$ cat src/rtl/mesh_arb_pkg.sv
// Purpose: shared types, constants and helpers for the mesh port arbiter.
// Contents: FSM state enum, destination-field width, default broadcast ID,
//           header offset helper and index-width helper.
package mesh_arb_pkg;

    typedef enum logic {
        EMPTY = 1'b0,
        FULL  = 1'b1
    } state_t;

    localparam int unsigned DEST_W = 8;
    localparam logic [DEST_W-1:0] BROADCAST_DEFAULT = 8'hFF;

    // MSB of the destination field; the header sits at the top of the packet.
    function automatic int unsigned dest_msb(input int unsigned sz);
        return sz - 1;
    endfunction

    // Width of a requester index; never zero so single-requester builds stay legal.
    function automatic int unsigned idx_w(input int unsigned n);
        return (n > 1) ? unsigned'($clog2(n)) : 1;
    endfunction

endpackage

$ cat src/rtl/mesh_port_arbiter_if.sv
// Purpose: requester-side and downstream-side handshake bundle of the arbiter.
// Signals: req_pndng/req_data/req_pop (input FIFO heads and pops),
//          pndng/data_out/popin (output register handshake), pkt_cnt.
// Modports: master = arbiter, slave = FIFOs/downstream environment.
interface mesh_port_arbiter_if #(
    parameter int unsigned NUM_REQ = 4,
    parameter int unsigned pckg_sz = 40,
    parameter int unsigned CNT_W   = 16
);
    logic [NUM_REQ-1:0]         req_pndng;
    logic [NUM_REQ*pckg_sz-1:0] req_data;
    logic [NUM_REQ-1:0]         req_pop;
    logic                       pndng;
    logic [pckg_sz-1:0]         data_out;
    logic                       popin;
    logic [CNT_W-1:0]           pkt_cnt;

    modport master (
        input  req_pndng, req_data, popin,
        output req_pop, pndng, data_out, pkt_cnt
    );

    modport slave (
        output req_pndng, req_data, popin,
        input  req_pop, pndng, data_out, pkt_cnt
    );
endinterface

$ cat src/rtl/mesh_port_arbiter_rr_pick.sv
// Purpose: combinational round-robin search starting at ptr, wrapping.
// Ports: req (request vector), ptr (start index),
//        grant_c (one-hot winner), idx_c (winner index), any_c (|req).
module rr_pick
    import mesh_arb_pkg::*;
#(
    parameter int unsigned NUM_REQ = 4,
    parameter int unsigned IDX_W   = idx_w(NUM_REQ)
) (
    input  logic [NUM_REQ-1:0] req,
    input  logic [IDX_W-1:0]   ptr,
    output logic [NUM_REQ-1:0] grant_c,
    output logic [IDX_W-1:0]   idx_c,
    output logic               any_c
);

    logic [NUM_REQ-1:0] upper_mask;
    logic [NUM_REQ-1:0] upper_req;
    logic [NUM_REQ-1:0] upper_first;
    logic [NUM_REQ-1:0] lower_first;

    // Requests at or above ptr win first; otherwise wrap to the lowest request.
    assign upper_mask  = ~((NUM_REQ'(1) << ptr) - NUM_REQ'(1));
    assign upper_req   = req & upper_mask;
    assign upper_first = upper_req & (~upper_req + NUM_REQ'(1));
    assign lower_first = req & (~req + NUM_REQ'(1));

    assign grant_c = (|upper_req) ? upper_first : lower_first;
    assign any_c   = |req;

    // One-hot to binary: index bit b is set when the grant hits a position with bit b set.
    for (genvar b = 0; b < IDX_W; b++) begin : g_idx
        logic [NUM_REQ-1:0] sel_mask;
        for (genvar g = 0; g < NUM_REQ; g++) begin : g_pos
            assign sel_mask[g] = ((g >> b) & 1) != 0;
        end
        assign idx_c[b] = |(grant_c & sel_mask);
    end

endmodule

$ cat src/rtl/mesh_port_arbiter.sv
// Purpose: round-robin share of one mesh router output link among NUM_REQ
//          show-ahead input FIFOs, one packet per grant, one-entry output register.
// Ports: clk, reset (async, active-high), bus (mesh_port_arbiter_if.master):
//        req_pndng/req_data in, req_pop out (combinational),
//        pndng/data_out out, popin in, pkt_cnt out.
// Option: MESH_ARB_BCAST_PRIO_EN - heads whose destination equals broadcast
//         are searched first so broadcasts drain ahead of unicast traffic.
module mesh_port_arbiter
    import mesh_arb_pkg::*;
#(
    parameter int unsigned        NUM_REQ   = 4,
    parameter int unsigned        pckg_sz   = 40,
    parameter logic [DEST_W-1:0]  broadcast = BROADCAST_DEFAULT,
    parameter int unsigned        CNT_W     = 16
) (
    input logic                  clk,
    input logic                  reset,
    mesh_port_arbiter_if.master  bus
);

    localparam int unsigned IDX_W = idx_w(NUM_REQ);

`ifdef MESH_ARB_BCAST_PRIO_EN
    localparam bit PRIO_EN = 1'b1;
`else
    localparam bit PRIO_EN = 1'b0;
`endif

    state_t             state_q;
    state_t             state_d;
    logic               load_c;
    logic [IDX_W-1:0]   rr_ptr;
    logic [pckg_sz-1:0] data_q;
    logic [CNT_W-1:0]   cnt_q;
    logic [pckg_sz-1:0] data_sel;

    logic [NUM_REQ-1:0] bc_req;
    logic [NUM_REQ-1:0] all_grant;
    logic [NUM_REQ-1:0] bc_grant;
    logic [NUM_REQ-1:0] grant;
    logic [IDX_W-1:0]   all_idx;
    logic [IDX_W-1:0]   bc_idx;
    logic [IDX_W-1:0]   pick_idx;
    logic               all_any;
    logic               bc_any;

    // Pending heads carrying the broadcast destination.
    for (genvar g = 0; g < NUM_REQ; g++) begin : g_bc
        assign bc_req[g] = bus.req_pndng[g] &&
            (bus.req_data[g*pckg_sz + dest_msb(pckg_sz) -: DEST_W] == broadcast);
    end

    rr_pick #(.NUM_REQ(NUM_REQ), .IDX_W(IDX_W)) u_pick_all (
        .req     (bus.req_pndng),
        .ptr     (rr_ptr),
        .grant_c (all_grant),
        .idx_c   (all_idx),
        .any_c   (all_any)
    );

    rr_pick #(.NUM_REQ(NUM_REQ), .IDX_W(IDX_W)) u_pick_bc (
        .req     (bc_req),
        .ptr     (rr_ptr),
        .grant_c (bc_grant),
        .idx_c   (bc_idx),
        .any_c   (bc_any)
    );

    // Restricted search wins only when enabled and a broadcast is waiting.
    assign grant    = (PRIO_EN && bc_any) ? bc_grant : all_grant;
    assign pick_idx = (PRIO_EN && bc_any) ? bc_idx   : all_idx;

    // Winner's head: per data bit, OR of grant with that bit of every head.
    for (genvar k = 0; k < pckg_sz; k++) begin : g_col
        logic [NUM_REQ-1:0] col;
        for (genvar g = 0; g < NUM_REQ; g++) begin : g_row
            assign col[g] = bus.req_data[g*pckg_sz + k];
        end
        assign data_sel[k] = |(grant & col);
    end

    // State register.
    always_ff @(posedge clk or posedge reset) begin
        if (reset) begin
            state_q <= EMPTY;
        end else begin
            state_q <= state_d;
        end
    end

    // Next state: a load always leaves the register full; a pop without refill empties it.
    always_comb begin
        state_d = state_q;
        case (state_q)
            EMPTY:   if (load_c) state_d = FULL;
            FULL:    if (!load_c && bus.popin) state_d = EMPTY;
            default: state_d = EMPTY;
        endcase
    end

    // Outputs: refill whenever the register is free or being drained this cycle.
    always_comb begin
        load_c      = ((state_q == EMPTY) || bus.popin) && all_any;
        bus.req_pop = '0;
        if (load_c && !reset) begin
            bus.req_pop = grant;
        end
    end

    // Output register, round-robin pointer and forwarded-packet counter.
    always_ff @(posedge clk or posedge reset) begin
        if (reset) begin
            data_q <= '0;
            rr_ptr <= '0;
            cnt_q  <= '0;
        end else begin
            if (load_c) begin
                data_q <= data_sel;
                rr_ptr <= (pick_idx == IDX_W'(NUM_REQ - 1)) ? '0 : pick_idx + IDX_W'(1);
            end
            if (bus.popin && (state_q == FULL)) begin
                cnt_q <= cnt_q + CNT_W'(1);
            end
        end
    end

    assign bus.pndng    = (state_q == FULL);
    assign bus.data_out = data_q;
    assign bus.pkt_cnt  = cnt_q;

endmodule

$ cat src/flat_wrapper.sv
// flat-port wrapper written by rule: the top's interface ports become plain ports
module mesh_port_arbiter_flat import mesh_arb_pkg::*;
#(
    parameter int unsigned        NUM_REQ   = 4,
    parameter int unsigned        pckg_sz   = 40,
    parameter logic [DEST_W-1:0]  broadcast = BROADCAST_DEFAULT,
    parameter int unsigned        CNT_W     = 16
)
  (clk, reset, bus_req_pndng, bus_req_data, bus_popin, bus_req_pop, bus_pndng, bus_data_out, bus_pkt_cnt);
  mesh_port_arbiter_if #(.NUM_REQ(NUM_REQ), .pckg_sz(pckg_sz), .CNT_W(CNT_W)) bus_i ();
  input logic clk;
  input logic reset;
  input wire logic [$bits(bus_i.req_pndng)-1:0] bus_req_pndng;
  input wire logic [$bits(bus_i.req_data)-1:0] bus_req_data;
  input wire logic [$bits(bus_i.popin)-1:0] bus_popin;
  output wire logic [$bits(bus_i.req_pop)-1:0] bus_req_pop;
  output wire logic [$bits(bus_i.pndng)-1:0] bus_pndng;
  output wire logic [$bits(bus_i.data_out)-1:0] bus_data_out;
  output wire logic [$bits(bus_i.pkt_cnt)-1:0] bus_pkt_cnt;
  assign bus_i.req_pndng = bus_req_pndng;
  assign bus_i.req_data = bus_req_data;
  assign bus_i.popin = bus_popin;
  assign bus_req_pop = bus_i.req_pop;
  assign bus_pndng = bus_i.pndng;
  assign bus_data_out = bus_i.data_out;
  assign bus_pkt_cnt = bus_i.pkt_cnt;
  mesh_port_arbiter #(.NUM_REQ(NUM_REQ), .pckg_sz(pckg_sz), .broadcast(broadcast), .CNT_W(CNT_W)) u_core (.clk(clk), .reset(reset), .bus(bus_i));
endmodule
$ cat config.mk
export PLATFORM = sky130hd
export DESIGN_NAME = mesh_port_arbiter_flat
export DESIGN_NICKNAME = d
export VERILOG_FILES = /design/src/rtl/mesh_arb_pkg.sv /design/src/rtl/mesh_port_arbiter_if.sv /design/src/rtl/mesh_port_arbiter_rr_pick.sv /design/src/rtl/mesh_port_arbiter.sv /design/src/flat_wrapper.sv
export SDC_FILE = /design/constraint.sdc
export NUM_CORES = 1
export LEC_CHECK = 0
export CAP_MARGIN = 20
export CORE_AREA = 2 2 88 90
export DETAILED_ROUTE_END_ITERATION = 6
export DIE_AREA = 0 0 90 92
export DONT_BUFFER_PORTS = 1
export GPL_TIMING_DRIVEN = 0
export PLACE_DENSITY = 0.69
export RECOVER_POWER = 25
export SLEW_MARGIN = 0
export SYNTH_ARGS = -nofsm -noshare
export SYNTH_HDL_FRONTEND = slang
export SYNTH_SLANG_ARGS = --single-unit
$ cat constraint.sdc
create_clock -name clk -period 4.5 [get_ports clk]
set_input_delay 0.9 -clock clk [delete_from_list [all_inputs] [get_ports clk]]
set_output_delay 0.9 -clock clk [all_outputs]
set_load 0.02 [all_outputs]
Word level (Yosys, flattened, before mapping):

Index checks and enable logic that the tools add are counted.

* word-level logic and storage cells: 115
* output and inout port bits: 61
* bits in registers: 59

* reduce and logical (&&, ||, !) cells: 51
* bitwise logic cells: 47
* muxes and demuxes: 6
* eq/ne operators: 1
* shift-type cells: 1
* add/subtract/negate cells: 5

Operators by type and width (count)
* $and 4x4->4: 43
* $reduce_or 4->1: 42
* $add 16x1->16 const B: 1
* $not 4->4: 3
* $add 4x1->4 const B: 2
* $mux 4: 2
* $logic_and 1x1->1: 4
* $reduce_or 2->1: 2
* $shl 1x2->4 const A: 1
* $sub 4x2->4 const B: 1
* $add 2x1->2 const B: 1
* $eq 2x2->1 const B: 1
* $logic_not 1->1: 2
* $mux 1: 2
* $mux 2: 1
* $pmux 1 s2: 1
* $logic_or 1x1->1: 1
* $not 1->1: 1

Longest topological paths before layout:

* depth after elaboration: 11
* depth in mapped cells: 7
* mapped depth without buffers: 5

Cells and area by module:

A second synthesis with hierarchy kept.

* cell total of the unflattened synthesis: 336
* area, all modules: 3289.4 um2

By module, submodules not included
* mesh_port_arbiter: area each 3066.7 um2, cells each 304, seq. area each 1476.4 um2, times used 1
* rr_pick: area each 222.7 um2, cells each 32, seq. area each 0.0 um2, times used 1

Worst setup path before layout:

OpenSTA, ideal clock, no wires.

* kind: input -> output
* start point: input port reset
* end point: output port bus_req_pop[0]
* path slack: 993 ps
* cell stages on the path: 2
* required time: 3600 ps
* data arrival time: 2607 ps
* path through: inv_1 and3_1

* longest elaborated chain between the ends: 3

RTL lines
* start: declaration: RTL line flat_wrapper.sv:12 `input logic reset;`
* $logic_not 1->1 (no line)
* $logic_and 1x1->1: RTL line mesh_port_arbiter.sv:105 `if (load_c && !reset) begin`
* $mux 4: RTL line mesh_port_arbiter.sv:105
* end: declaration: RTL line flat_wrapper.sv:16 `output wire logic [$bits(bus_i.req_pop)-1:0] bus_req_pop;`

Every way passes these cells.

Worst setup path in the final report:

* start point: input port bus_req_pndng[3]
* end point: output port bus_req_pop[2]

* longest elaborated chain between the ends: 4
* elaborated cells on any way between the ends: 7
* classes of those cells: 2 x mux; 1 x bitwise; 4 x reduce/logical

RTL lines
* start: declaration: RTL line flat_wrapper.sv:13 `input wire logic [$bits(bus_i.req_pndng)-1:0] bus_req_pndng;`
* $and 4x4->4 or $reduce_or 4->1 (tied branches): RTL line mesh_port_arbiter_rr_pick.sv:24, mesh_port_arbiter_rr_pick.sv:29
* $reduce_or 4->1 or $logic_and 1x1->1 (tied branches): RTL line mesh_port_arbiter_rr_pick.sv:28, mesh_port_arbiter.sv:103
* $mux 4 or $logic_and 1x1->1 (tied branches): RTL line mesh_port_arbiter_rr_pick.sv:28, mesh_port_arbiter.sv:105
* $mux 4 (*): RTL line mesh_port_arbiter.sv:105

Every way passes the cells marked *; elsewhere a longest branch is shown, timed or not.

==> impl_metrics.csv <==
group,metric,value,unit
status,outcome,"completed",
clock_tree,cts_made_buffers,9,
clock_tree,clk_latency,0.34,ns
synth,synth_top_flop_cell,"dfrtp_1",
placed_design,dpl.hpwl,8.262,mm
timing,rsz0062_at_grt,"false",
synth,synth_area_leaders,"dfrtp_1 42%, a22oi_1 8.5%, and3_1 7.9%",
timing,fin_setup_tns,0,ns
clock_tree,root_buffer,"clkbuf_8",
finish,stdcell_area,3916,sq um
synth,ys_seq_elements,59,
synth,synth_top_area_share,41.68,%
run,maxCapViolCount,0,
route,firstDrtPassIters,5,
synth,ys_seq_area_share,41.68,%
setup_path,path_max_fanout,10,
synth,synth_area,3542,sq um
timing,finalCritPeriodShare,75.07,%
setup_path,endpoint_kind,"output pin",
finish,mostFrequentLayoutCells,"59 x dfrtp_1, 46 x nor2_1, 45 x and3_1",
timing,fmax,296.0,MHz
timing,tightest_slew,1.007,ns
pwr,p_leak,0.001697,uW
floorplanning,io_pins,228,
setup_path,critical_path_class,"input port to output pin",
finish,layout.nets,599,
clock_tree,cts-resized-gates,0,
timing,final.min_clock_period,3.378,ns
synth,synthCells,419,
setup_path,regToRegSetupSlack,2.71,ns
synth,synth-async-reset-ratio,100.0,%
grt,grt_pass1_vias,3289,
placed_design,gp_congestion,0.8324,
floorplanning,die_w,90,um
pwr,power.density,491.5,nW/um^2
route,wl_per_cell,21.08,um
floorplanning,die_height,92,um
pwr,vdd_drop_max,177.5,uV
timing,fin_hold_ws,0.5771,ns
grt,grt_max_degree,39,
route,avgViaCountPerCell,6.442,
route,drtIter0Drc,247,
route,wl,11.34,mm
synth,synthesis.nets,587,
route,antenna_left,0,
floorplanning,std_cell_rows,32,
timing,timing_hold_violations_final,0,
timing,finalMaxSlewViolations,0,
finish,syn2layout_area_growth,10.56,%
finish,finish.utilization,52.59,%
route,vias,3466,
synth,synth_simple_gate_area_share,17.73,%
clock_tree,clock-sinks,59,
timing,slew_headroom,32.81,%
synth,synth_mux_area_share,0.3179,%
clock_tree,post-cts-setup-buffers,0,
finish,drive_above_1_share,9.174,%
floorplanning,core_area,7447,sq um
clock_tree,htreeDepth,3,
clock_tree,path_clk_slew,0.07,ns
finish,num_antenna_cells,0,
synth,synth_compound_area_share,29.92,%
clock_tree,cts_max_path_buffers,2,
synth,synth_edf_count,0,
clock_tree,cts_tree,"built",
setup_path,startpoint_type,"input port",
placed_design,placed_cell_area,3690,sq um
synth,syn_avg_cell_area,8.454,sq um
placed_design,portBuffers,0,
synth,synth_adder_area_share,0.3532,%
synth,synth_top_cell_by_area,"dfrtp_1",
floorplanning,initial_core_util,47.56,%
synth,synth_top_family_by_area,"compound AO/OA/AOI/OAI gates",
synth,synth_cell_types,35,
worst_hold_path,worst_hold_path_type,"flip-flop to flip-flop",
synth,synth_xor_area_share,3.709,%
timing,skew,0.01676,ns
clock_tree,ctsHoldBuffers,0,
setup_path,critPathRequiredTime,3.60,ns
grt,grt_overflow,0,
grt,track_usage,26.34,%
finish,final_common_cell,"dfrtp_1",
grt,grt_antenna_before_repair,0,
route,drc_errors,0,
timing,setup_viol,0,
grt,grt_first_pass_wirelength,17.37,mm
floorplanning,die_area,8280,sq um
setup_path,cp.arrival,2.48,ns
synth,ys_warn_count,0,
path summary, 6_finish.rpt:
kind                                                    from                                   to  cells past startpoint
worst min register to register  u_core.rr_ptr[0]$_DFFE_PP0P_         u_core.rr_ptr[0]$_DFFE_PP0P_                      2
worst min-delay path            u_core.rr_ptr[0]$_DFFE_PP0P_         u_core.rr_ptr[0]$_DFFE_PP0P_                      2
max in group asynchronous                              reset  u_core.bus.data_out[36]$_DFFE_PP0P_                      2
worst max-delay path                        bus_req_pndng[3]                       bus_req_pop[2]                      6
min in group asynchronous                              reset  u_core.bus.data_out[21]$_DFFE_PP0P_                      1
worst max register to register  u_core.rr_ptr[1]$_DFFE_PP0P_   u_core.bus.data_out[3]$_DFFE_PP0P_                      6
where the power goes:
group	switching, uW	total [uW]	internal, uW	leakage [uW]
logic	275	459	184	0.000896
clock network	215	557	342	0.000113
registers	261	909	647	0.000688
through the flow:
| stage | power, uW | setup WS (ns) | instances |
|---|---|---|---|
| floorplan | 1235 | 0.9929 | 419 |
| global placement | 1355 | 0.4157 | 521 |
| detailed placement | 1376 | 1.082 | 522 |
| CTS | 1940 | 1.079 | 538 |
| global route | 2028 | 0.9805 | 538 |
| finish | 1925 | 1.122 | 538 |
per-layer routing:
metal	GRT usage [%]	wire (um)	share of wire, %
met1	33.74	4622	41
met2	45.05	5738	51
met3	6.984	824	7.3
met4	5.513	154	1.4
met5	0	0	0
cells in the mapped netlist, types with 3 or more instances:
cell      instances
dfrtp_1          59
nor2_1           46
and3_1           45
o21ai_0          42
a21oi_1          41
a22oi_1          40
a31oi_1          40
clkbuf_1         22
buf_2            12
xnor2_1           9
inv_1             8
nand2_1           8
buf_4             6
nor3_1            6
xor2_1            6
nand3_1           4
nor2b_1           3
o211a_1           3
sequential cells by signal, summed over array words and instances (netlist names):
signal	cells
u_core.bus.data_out	40
u_core.bus.pkt_cnt	16
u_core.bus.pndng	1
u_core.rr_ptr	2
worst max-delay path: stages:
cell and delay (ns):
buf_2 0.18, nor2_1 0.12, o211a_1 0.29, clkbuf_1 0.39
nor2_1 0.09, nor3_1 0.50
cells by family after synthesis:
family	count (synthesis)
muxes	1
DFF	59
and+or+nand+nor	120
adders and majority gates	1
xor gates and xnor gates	15
buffers and inverters	49
AOI/OAI and AO/OA	174
cell type report:
cell class	instances	area [sq um]
Timing Repair Buffer	1	20.02
Clock inverter	4	72.57
Buffer	41	192.7
Sequential cell	59	1476
Tap cell	102	127.6
Fill cell	729	3531
Inverter	8	30.03
Multi-Input combinational cell	311	1842
Clock buffer	12	155.1
Power figures use the tool's default switching activity.
